File: src/rtl/vga_sync_monitor.sv
`default_nettype none
// ============================================================================
//  Module   : vga_sync_monitor
//  Brief    : Cycle-exact checker of VGA hsync/vsync timing, blanking and
//             active-pixel content; reports lock state and sticky errors.
//  Revision : 1.0
// ============================================================================
module vga_sync_monitor #(
    parameter int H_ACTIVE = 640,
    parameter int H_FP     = 16,
    parameter int H_SYNC_W = 96,
    parameter int H_BP     = 48,
    parameter int V_ACTIVE = 480,
    parameter int V_FP     = 10,
    parameter int V_SYNC_W = 2,
    parameter int V_BP     = 33
) (
    input  logic        pixel_clk,
    input  logic        reset,
    input  logic        h_sync,
    input  logic        v_sync,
    input  logic [5:0]  rgb,
    input  logic        clear_err,
    output logic [4:0]  err,
    output logic        locked,
    output logic        frame_pulse,
    output logic [15:0] frame_count,
    output logic [18:0] pix_count
);

    localparam logic [11:0] c_h_total  = 12'(H_ACTIVE + H_FP + H_SYNC_W + H_BP);
    localparam logic [10:0] c_v_total  = 11'(V_ACTIVE + V_FP + V_SYNC_W + V_BP);
    localparam logic [10:0] c_h_sync_w = 11'(H_SYNC_W);
    localparam logic [9:0]  c_v_sync_w = 10'(V_SYNC_W);
    localparam logic [10:0] c_x_lo     = 11'(H_SYNC_W + H_BP);
    localparam logic [10:0] c_x_hi     = 11'(H_SYNC_W + H_BP + H_ACTIVE);
    localparam logic [9:0]  c_y_lo     = 10'(V_SYNC_W + V_BP);
    localparam logic [9:0]  c_y_hi     = 10'(V_SYNC_W + V_BP + V_ACTIVE);

    localparam logic [1:0] c_st_search = 2'd0;
    localparam logic [1:0] c_st_hsync  = 2'd1;
    localparam logic [1:0] c_st_vsync  = 2'd2;
    localparam logic [1:0] c_st_locked = 2'd3;

    logic        r_hs_q, r_vs_q, r_hs_p, r_vs_p;
    logic [5:0]  r_rgb_q;
    logic [10:0] r_x;
    logic [9:0]  r_y;
    logic        r_v_pend;
    logic [1:0]  r_state;
    logic        r_frame_err;
    logic [18:0] r_acc;

    logic        w_ha, w_hd, w_va, w_vd, w_fs;
    logic [10:0] w_x;
    logic [9:0]  w_y;
    logic        w_v_pend_nxt;
    logic        w_hchk, w_vchk, w_active, w_pix_hit, w_any_err;
    logic [4:0]  w_new_err;
    logic [1:0]  w_state_nxt;

    assign w_ha = r_hs_p & ~r_hs_q;
    assign w_hd = ~r_hs_p & r_hs_q;
    assign w_va = r_vs_p & ~r_vs_q;
    assign w_vd = ~r_vs_p & r_vs_q;

    // A vsync assert in the same cycle as hsync assert already counts as pending.
    assign w_fs         = w_ha & (r_v_pend | w_va);
    assign w_v_pend_nxt = w_fs ? 1'b0 : (w_va | r_v_pend);

    // w_x / w_y are the coordinates of the pixel currently held in r_rgb_q.
    assign w_x = w_ha ? 11'd0 : ((r_x == 11'h7FF) ? r_x : r_x + 11'd1);
    assign w_y = w_fs ? 10'd0 :
                 w_ha ? ((r_y == 10'h3FF) ? r_y : r_y + 10'd1) : r_y;

    assign w_hchk = (r_state != c_st_search);
    assign w_vchk = (r_state == c_st_vsync) || (r_state == c_st_locked);

    assign w_active  = (w_x >= c_x_lo) && (w_x < c_x_hi) &&
                       (w_y >= c_y_lo) && (w_y < c_y_hi);
    assign w_pix_hit = w_active && (r_rgb_q != 6'd0);

    assign w_new_err[0] = w_ha & w_hchk & (({1'b0, r_x} + 12'd1) != c_h_total);
    assign w_new_err[1] = w_hd & w_hchk & (w_x != c_h_sync_w);
    assign w_new_err[2] = w_fs & w_vchk & (({1'b0, r_y} + 11'd1) != c_v_total);
    assign w_new_err[3] = w_vd & w_vchk & (w_y != c_v_sync_w);
    assign w_new_err[4] = w_vchk & ~w_active & (r_rgb_q != 6'd0);
    assign w_any_err    = |w_new_err;

    always_comb begin
        w_state_nxt = r_state;
        case (r_state)
            c_st_search: if (w_ha) w_state_nxt = c_st_hsync;
            c_st_hsync:  if (w_fs) w_state_nxt = c_st_vsync;
            c_st_vsync:  if (w_fs && !r_frame_err && !w_any_err) w_state_nxt = c_st_locked;
            c_st_locked: if (w_any_err || clear_err) w_state_nxt = c_st_vsync;
            default:     w_state_nxt = c_st_search;
        endcase
    end

    assign locked = (r_state == c_st_locked);

    always_ff @(posedge pixel_clk or negedge reset) begin
        if (!reset) begin
            r_hs_q      <= 1'b1;
            r_vs_q      <= 1'b1;
            r_hs_p      <= 1'b1;
            r_vs_p      <= 1'b1;
            r_rgb_q     <= 6'd0;
            r_x         <= 11'd0;
            r_y         <= 10'd0;
            r_v_pend    <= 1'b0;
            r_state     <= c_st_search;
            r_frame_err <= 1'b0;
            r_acc       <= 19'd0;
            err         <= 5'd0;
            frame_pulse <= 1'b0;
            frame_count <= 16'd0;
            pix_count   <= 19'd0;
        end else begin
            r_hs_q   <= h_sync;
            r_vs_q   <= v_sync;
            r_hs_p   <= r_hs_q;
            r_vs_p   <= r_vs_q;
            r_rgb_q  <= rgb;
            r_x      <= w_x;
            r_y      <= w_y;
            r_v_pend <= w_v_pend_nxt;
            r_state  <= w_state_nxt;
            // An error on the frame-start cycle belongs to the frame that is ending.
            r_frame_err <= w_fs ? 1'b0 : (r_frame_err | w_any_err);
            err         <= clear_err ? w_new_err : (err | w_new_err);
            frame_pulse <= w_fs & w_vchk;
            if (w_fs & w_vchk) begin
                frame_count <= frame_count + 16'd1;
            end
            if (w_fs) begin
                pix_count <= r_acc;
                r_acc     <= {18'd0, w_pix_hit};
            end else begin
                r_acc     <= r_acc + {18'd0, w_pix_hit};
            end
        end
    end

endmodule
`default_nettype wire

File: config.mk
export PLATFORM = sky130hd
export DESIGN_NAME = vga_sync_monitor
export DESIGN_NICKNAME = d
export VERILOG_FILES = /design/src/rtl/vga_sync_monitor.sv
export SDC_FILE = /design/constraint.sdc
export NUM_CORES = 1
export LEC_CHECK = 0
export BUFFER_PORTS_ARGS = -buffer_cell sky130_fd_sc_hd__buf_2
export CORE_MARGIN = 2
export CORE_UTILIZATION = 30
export CTS_CLUSTER_SIZE = 40
export DETAILED_ROUTE_END_ITERATION = 7
export PLACE_DENSITY = 0.53
export SLEW_MARGIN = 30
export SYNTH_ARGS = -nofsm -noshare
export SYNTH_HDL_FRONTEND = slang
export SYNTH_SLANG_ARGS = --single-unit
File: constraint.sdc
create_clock -name pixel_clk -period 3.78 [get_ports pixel_clk]
set_input_delay 0.756 -clock pixel_clk [delete_from_list [all_inputs] [get_ports pixel_clk]]
set_output_delay 0.756 -clock pixel_clk [all_outputs]
set_load 0.005 [all_outputs]
==> reports/results.tsv, run 1 <==
metric	value	unit
status	finished clean	
clkPwrFrac	39.1	%
postSynthAreaPerCell	10.7	µm²
placed_area	5130	µm²
synth_area	4660	µm²
tritoncts	done	
start_util	30.6	%
die_area	16500	µm²
cp.depth	14	
root_buffer	clkbuf_16	
grt_max_degree	79	
p_sw	0.681	mW
tightest_slew	0.726	ns
crit_path_end_kind	register	
pwr-share-seq	48.1	%
insertion_delay	0.35	ns
io_buffers	52	
dr.pass1.iters	5	
slew_headroom	51.6	%
path_buf_inv	0	
ys.warnings.count	0	
power_leakage	2.54	nW
switching_share	27.6	%
core	15200	µm²
hold_end	r_vs_p$_DFF_PN1_	
track_usage	13.2	%
whs_path_depth	0	
drive_gt1_share	25.2	%
io_pins	53	
rsz0062_at_grt	false	
postCtsHoldBufs	0	
synthArstFlopShare	100	%
yosysTopAreaCell	dfrtp_1	
hp-start	r_vs_q$_DFF_PN1_	
start_kind	register	
areaGrowthSynthToFinish	17.3	%
grt_overflow	0	
powerDensity	451	nW/µm²
place.gp.congestion	0.895	
cts.path.max_buffers	2	
synth_cells	435	
finalSetupViolations	0	
maxCapViolCount	0	
reg2reg_slack	0.31	ns
h-tree-depth	3	
synthDistinctLibCells	59	
ys_ff_latch	95	
clock-sinks	95	
drv_slew	0	
final_area	5460	µm²
diodes	0	
r2r_end	r_acc[8]$_DFF_PN0_	
slowest_stage	dfrtp_1	
drtIter0Drc	236	
fin_nets	504	
r2r-start	r_y[1]$_DFF_PN0_	
period_minus_slack	3.47	ns
dieHeight	129	µm
max-vdd-ir-drop	0.000270	V
cts_buffers	9	
via_count	3468	
path_clk_slew	0.07	ns
required	4.01	ns
fin_crit_sh	91.9	%
synth_edf_count	0	
synth_top_area_share	48.9	%
pwr-share-comb	12.8	%
arrival	3.70	ns
synth_nets	452	
hold_class	register to register	
wire_per_inst	15.2	µm
synth_area_leaders	dfrtp_1 49%, mux2_2 4.8%, xor2_1 4.3%, xnor2_1 3.8%, nor2_1 3.3%	
antenna_found_initial	0	
slowest_delay	0.43	ns
drt-total-wl	10300	µm
finalHoldViolCount	0	
path_delay_family	simple AND/OR/NAND/NOR gates	
viasPerCell	5.10	
timing.fmax	288	MHz
path_cells	ha_2, and4_2, a31oi_1, a311oi_2, nor4_2, and4_4, o31ai_2, a21oi_1, ha_1, ha_1, and3_1, and3_1, xnor2_1, nor2_1	
hpwl	7230	µm
drc	0	
critPathMaxFanout	8	
mostFrequentLayoutCells	91 x dfrtp_1, 51 x buf_2, 41 x nor2_1, 24 x nand2_1, 23 x xor2_1	
path_class	register to register	
die_w	129	µm
fp-row-count	45	
grt_pass1_vias	3473	
synth_top_flop_cell	dfrtp_1	
synth_seq_area_share	51.2	%
r2r_cells	14	
internal_power	1.78	mW
drtAntennaViolNets	0	
tns	0	ns
grt_pass1_wl	17500	µm
clock_skew	0.00771	ns
final_common_cell	dfrtp_1	
per-layer routing:
layer  part of all wire, %  up-vias  GRT usage [%]  wire length [µm]
li1                      -     1666              -                 -
met1                    48     1715           17.9              4960
met2                    46       78           21.0              4770
met3                   4.3        9           2.70               448
met4                   1.4        0           4.67               146
met5                     0        -              0                 0
how the worst max path moves through the flow:
stage / start / to
global route: r_y[1]$_DFF_PN0_ / r_acc[16]$_DFF_PN0_
CTS: r_x[0]$_DFF_PN0_ / r_acc[16]$_DFF_PN0_
floorplan: r_y[0]$_DFF_PN0_ / r_acc[16]$_DFF_PN0_
finish: r_y[1]$_DFF_PN0_ / r_acc[8]$_DFF_PN0_
detailed placement: r_x[0]$_DFF_PN0_ / r_acc[16]$_DFF_PN0_
global placement: r_x[0]$_DFF_PN0_ / r_acc[14]$_DFF_PN0_
area by class of cell:
cell class                      instances  area [µm²]
Tap cell                              188         235
Clock inverter                          5        63.8
Multi-Input combinational cell        302        2110
Timing Repair Buffer                   62         354
Clock buffer                           11         253
Inverter                               17        63.8
Sequential cell                        95        2380
Fill cell                            1523        9740
synthesized netlist by cell type (10+ instances only):
master	n
nor3_1	10
xor2_1	23
nand2_1	24
and3_1	11
a31oi_1	12
mux2_2	20
nand3_1	22
nor2_1	41
nand4_1	15
xnor2_1	20
o21ai_0	11
inv_1	16
dfrtp_1	91
sequential cells by signal, summed over array words and instances, names as in the netlist:
| signal | cells |
|---|---|
| r_hs_q | 1 |
| r_hs_p | 1 |
| frame_count | 16 |
| r_frame_err | 1 |
| err | 5 |
| r_vs_q | 1 |
| r_acc | 19 |
| r_x | 11 |
| r_vs_p | 1 |
| pix_count | 19 |
| r_y | 10 |
| frame_pulse | 1 |
| r_state | 2 |
| r_rgb_q | 6 |
| r_v_pend | 1 |
power by group through the flow:
stage	Combinational (mW)	Sequential [mW]	Clock (mW)
floorplan	0.206	1.18	0
global placement	0.309	1.20	0
detailed placement	0.313	1.21	0
CTS	0.316	1.19	0.991
global route	0.359	1.20	1.03
finish	0.315	1.19	0.964
through the flow:
step | hold slack, ns | instances | utilization (%) | power (mW) | setup slack, ns
final | 0.396 | 680 | 35.9 | 2.47 | 0.308
after global routing | 0.393 | 680 | 35.9 | 2.59 | 0.0181
after CTS | 0.395 | 680 | 35.8 | 2.49 | 0.145
after detailed placement | 0.388 | 664 | 33.7 | 1.52 | 0.157
after global placement | 0.385 | 664 | 33.7 | 1.51 | 0.202
after floorplan | 0.361 | 435 | - | 1.38 | 0.626
timing repair:
item                       CTS  global route
setup buffers                0             0
hold endpoints to repair     0             0
setup endpoints to repair    0             8
gates resized for setup      0             7
cell families after synthesis:
logic type      Yosys count  share of synthesized area (%)
fa+ha+maj                 6                           1.61
compound gates           71                           11.4
flops                    95                           51.2
simple gates            159                           18.3
mux                      23                           5.48
xor+xnor                 43                           8.09
buf+inv                  38                           3.95
(Power assumes the default switching activity.)
==> run 2: changes to the inputs <==
--- a/config.mk
+++ b/config.mk
@@ -7,10 +7,10 @@
 export LEC_CHECK = 0
 export BUFFER_PORTS_ARGS = -buffer_cell sky130_fd_sc_hd__buf_2
 export CORE_MARGIN = 2
-export CORE_UTILIZATION = 30
+export CORE_UTILIZATION = 58
 export CTS_CLUSTER_SIZE = 40
 export DETAILED_ROUTE_END_ITERATION = 7
-export PLACE_DENSITY = 0.53
+export PLACE_DENSITY = 0.85
 export SLEW_MARGIN = 30
 export SYNTH_ARGS = -nofsm -noshare
 export SYNTH_HDL_FRONTEND = slang
==> reports/results.tsv, run 2 (synthesis results as in run 1) <==
metric	value	unit
via_count	3588	
hpwl	7080	µm
slowest_delay	0.45	ns
io_buffers	52	
drtIter0Drc	279	
arrival	3.79	ns
p_total	2.13	mW
top_regs	pix_count (19), r_acc (19), frame_count (16)	
die_w	93.6	µm
die_area	8760	µm²
finalHoldViolCount	0	
areaGrowthSynthToFinish	12.4	%
hold_class	primary input to async pin	
path_clk_slew	0.10	ns
fin_crit_sh	92.7	%
r2r-start	r_y[1]$_DFF_PN0_	
antenna_found_initial	0	
fin_nets	505	
insertion_delay	0.36	ns
drc	0	
path_buf_inv	0	
fp-row-count	32	
drt-total-wl	9990	µm
reg2reg_slack	0.28	ns
postCtsHoldBufs	0	
status	finished clean	
core	7770	µm²
r2r_cells	15	
powerDensity	406	nW/µm²
path_class	register to register	
slew_headroom	53.8	%
drive_gt1_share	25.6	%
grt_overflow	0	
period_minus_slack	3.50	ns
timing.fmax	286	MHz
slowest_stage	dfrtp_1	
cts_setup_buffers	0	
crit_path_end_kind	register	
cts_buffers	9	
dr.pass1.iters	5	
timing.final.ws_setup	0.278	ns
tritoncts	done	
path_cells	ha_2, nand4_1, nor4_2, a211oi_2, nor4_2, and4_4, o31ai_2, a21oi_1, ha_1, ha_1, nand3_1, nor2_1, nand3_1, xor2_1, nor2_1	
max-vdd-ir-drop	0.000250	V
fin_cells	595	
clock-sinks	95	
tns	0	ns
fin_util	67.4	%
diodes	0	
dp_slack	0.154	ns
dieHeight	93.6	µm
power_leakage	2.46	nW
maxCapViolCount	0	
grt_pass1_wl	16500	µm
dp_cells	579	
finalSetupViolations	0	
rsz0062_at_grt	false	
path_delay_family	simple AND/OR/NAND/NOR gates	
h-tree-depth	3	
start_util	60.0	%
root_buffer	clkbuf_8	
mostFrequentLayoutCells	90 x dfrtp_1, 51 x buf_2, 41 x nor2_1, 24 x nand2_1, 23 x xor2_1	
cts.path.max_buffers	2	
grt_pass1_vias	3476	
required	4.07	ns
viasPerCell	6.03	
final_common_cell	dfrtp_1	
io_pins	53	
track_usage	24.0	%
start_kind	register	
drv_slew	0	
place.gp.congestion	0.895	
grt_max_degree	75	
drtAntennaViolNets	0	
tightest_slew	0.693	ns
clock_skew	0.0215	ns
r2r_end	r_acc[14]$_DFF_PN0_	
critPathMaxFanout	8	
wire_per_inst	16.8	µm
[run 2: final cells by class]
type	instances	area, µm²
Clock buffer	11	141
Clock inverter	5	41.3
Fill cell	605	2530
Inverter	17	63.8
Multi-Input combinational cell	302	2130
Sequential cell	95	2380
Tap cell	102	128
Timing Repair Buffer	63	349
[run 2: repair_timing]
action                     CTS  global route
hold endpoints to repair     0             0
setup endpoints to repair    0             8
gates resized for setup      0            11
[run 2: worst max path at each step]
stage / start / end / depth (start not counted)
6_report: r_y[1]$_DFF_PN0_ / r_acc[14]$_DFF_PN0_ / 15
5_1_grt: r_y[1]$_DFF_PN0_ / r_acc[14]$_DFF_PN0_ / 15
4_1_cts: r_y[0]$_DFF_PN0_ / r_acc[16]$_DFF_PN0_ / 15
3_5_place_dp: r_y[0]$_DFF_PN0_ / r_acc[16]$_DFF_PN0_ / 15
3_3_place_gp: r_y[0]$_DFF_PN0_ / r_acc[8]$_DFF_PN0_ / 14
2_1_floorplan: r_y[0]$_DFF_PN0_ / r_acc[16]$_DFF_PN0_ / 16
[run 2: routing by layer]
layer | routed length (µm) | share of wire (%) | track usage (%)
met2 | 5010 | 50 | 39.7
met3 | 544 | 5.4 | 4.83
met4 | 118 | 1.2 | 6.28
met1 | 4320 | 43 | 32.5
met5 | 0 | 0 | 0
[run 2: through the flow]
step	hold WS [ns]	cell area (µm²)
global placement	0.369	5010
global route	0.397	5240
detailed placement	0.371	5010
finish	0.357	5240
floorplan	0.361	4660
CTS	0.385	5190
[run 2: report_power, final]
group / switching, mW / total (mW) / leakage (nW) / internal (mW)
sequential: 0.104 / 1.19 / 1.26 / 1.09
clock: 0.359 / 0.621 / 0.0797 / 0.262
combinational: 0.172 / 0.310 / 1.12 / 0.137
==> run 3: changes to the inputs <==
--- a/config.mk
+++ b/config.mk
@@ -5,12 +5,13 @@
 export SDC_FILE = /design/constraint.sdc
 export NUM_CORES = 1
 export LEC_CHECK = 0
+export ABC_AREA = 1
 export BUFFER_PORTS_ARGS = -buffer_cell sky130_fd_sc_hd__buf_2
 export CORE_MARGIN = 2
-export CORE_UTILIZATION = 58
+export CORE_UTILIZATION = 59
 export CTS_CLUSTER_SIZE = 40
 export DETAILED_ROUTE_END_ITERATION = 7
-export PLACE_DENSITY = 0.85
+export PLACE_DENSITY = 0.86
 export SLEW_MARGIN = 30
 export SYNTH_ARGS = -nofsm -noshare
 export SYNTH_HDL_FRONTEND = slang
==> reports/results.tsv, run 3 <==
metric	value	unit
fin_cells	777	
rsz0062_at_grt	true	
synth-xor-area-share	3.50	%
wire_per_inst	15.3	µm
crit_path_end_kind	register	
drive_gt1_share	30.4	%
critPathMaxFanout	3	
clock_skew	0.00975	ns
max-vdd-ir-drop	0.000226	V
synth_area_leaders	dfrtp_1 48%, nand2_1 12%, inv_1 5.8%, nand3_1 5.4%, o21ai_0 3.4%	
mostFrequentLayoutCells	131 x nand2_1, 91 x dfrtp_1, 71 x inv_1, 51 x buf_2, 41 x nand3_1	
arrival	4.00	ns
synthDistinctLibCells	36	
status	finished clean	
start_kind	register	
slew_headroom	56.9	%
io_buffers	52	
synth_seq_area_share	50.0	%
areaGrowthSynthToFinish	22.6	%
io_pins	53	
finalHoldViolCount	0	
grt_overflow	0	
via_count	4300	
period_minus_slack	3.73	ns
synth_top_flop_cell	dfrtp_1	
viasPerCell	5.53	
grt_pass1_wl	18400	µm
drc	0	
slowest_stage	dfrtp_1	
yosysTopAreaCell	dfrtp_1	
place.gp.congestion	0.949	
diodes	0	
core	7770	µm²
synth.area.mux_share	0	%
finalSetupViolations	0	
synth_edf_count	0	
fin_nets	687	
dp_cells	732	
cp_common_cell	nand2_1	
synth_nets	596	
slowest_delay	0.42	ns
cts_buffers	9	
cts.path.max_buffers	2	
h-tree-depth	3	
synthArstFlopShare	100	%
yosys.area_share.simple	29.5	%
start_util	61.3	%
root_buffer	clkbuf_8	
yosysMostFrequentCell	nand2_1	
maxCapViolCount	0	
tritoncts	done	
insertion_delay	0.38	ns
fp-row-count	32	
synth_top_area_share	47.8	%
drv_slew	0	
synth_area	4760	µm²
hpwl	7510	µm
clock-sinks	95	
ys_ff_latch	95	
final_common_cell	nand2_1	
drtIter0Drc	446	
dr.pass1.iters	6	
timing.fmax	268	MHz
drt-total-wl	11900	µm
die_w	93.8	µm
ys.warnings.count	0	
power_leakage	2.99	nW
hold_class	primary input to async pin	
synth_compound_area_share	7.07	%
postCtsHoldBufs	0	
synth_fa_ha_area_share	1.58	%
track_usage	26.7	%
die_area	8800	µm²
postSynthAreaPerCell	8.22	µm²
synth_common_cells	149 x nand2_1, 91 x dfrtp_1, 73 x inv_1	
dieHeight	93.8	µm
fin_crit_sh	98.8	%
synth_cells	579	
drtAntennaViolNets	0	
tightest_slew	0.647	ns
grt_pass1_vias	4072	
path_class	register to register	
synth_top_family_by_area	simple AND/OR/NAND/NOR gates	
required	4.04	ns
grt_max_degree	73	
p_total	2.37	mW
powerDensity	406	nW/µm²
antenna_found_initial	0	
path_clk_slew	0.10	ns
fillers	527	
top_regs	pix_count (19), r_acc (19), frame_count (16)	
run 3: final timing paths:
path | from | endpoint | slack, ns | cells past startpoint
max in group asynchronous | reset | r_x[9]$_DFF_PN0_ | 2.75 | 2
hold reg to reg | r_vs_q$_DFF_PN1_ | r_vs_p$_DFF_PN1_ | 0.37 | 0
setup / recovery | r_y[0]$_DFF_PN0_ | r_acc[18]$_DFF_PN0_ | 0.05 | 28
setup reg to reg | r_y[0]$_DFF_PN0_ | r_acc[18]$_DFF_PN0_ | 0.05 | 28
min in group pixel_clk | r_vs_q$_DFF_PN1_ | r_vs_p$_DFF_PN1_ | 0.37 | 0
hold / removal | reset | r_y[7]$_DFF_PN0_ | 0.37 | 1
run 3: cell families (layout without fill, tap and decap cells):
logic type | Yosys count | after routing
adders and majority gates | 6 | 6
AOI/OAI and AO/OA | 66 | 66
xor gates and xnor gates | 19 | 19
buffers and inverters | 96 | 192
DFF | 95 | 95
and+or+nand+nor | 297 | 297
run 3: power breakdown:
group / switching [mW] / internal (mW) / leakage (nW)
Clock: 0.401 / 0.255 / 0.0953
Sequential: 0.0973 / 1.10 / 1.24
Combinational: 0.314 / 0.208 / 1.65
Total: 0.812 / 1.56 / 2.99
run 3: final cells by class:
type	count	area, µm²	area share (%)
clock buffer	9	124	2.12
clock inverter	7	66.3	1.14
inverter	85	322	5.51
multi-input combinational	388	2260	38.6
sequential	95	2380	40.8
tap	102	128	2.19
timing repair buffer	91	559	9.58
run 3: critical path: cells and delay by family (launching register included):
family	cells	cell delay, ns
simple gates	22	2.38
buf+inv	1	0.06
flops	1	0.42
fa+ha+maj	3	0.54
compound gates	2	0.22
run 3: layer usage:
metal	wire (µm)	global-route usage, %	up-vias
met3	637	4.33	56
met5	0	0	-
met1	4550	32.2	2026
li1	-	-	2027
met2	6240	47.3	191
met4	440	11.6	0
run 3: what timing repair did:
item / 4_1_cts / 5_1_grt
resized for setup: 23 / 48
setup buffers: 17 / 12
pin swaps: 18 / 29
setup endpoints to repair: 2 / 8
run 3: metrics by stage:
step	setup TNS [ns]	hold WS, ns	area [µm²]	setup slack (ns)	utilization (%)
global route	-0.758	0.382	5840	-0.203	75.1
CTS	0	0.369	5560	0.00582	71.6
finish	0	0.369	5840	0.0466	75.1
global placement	0	0.357	5150	0.0722	66.3
floorplan	0	0.354	4760	0.349	-
detailed placement	-0.177	0.356	5150	-0.157	66.3
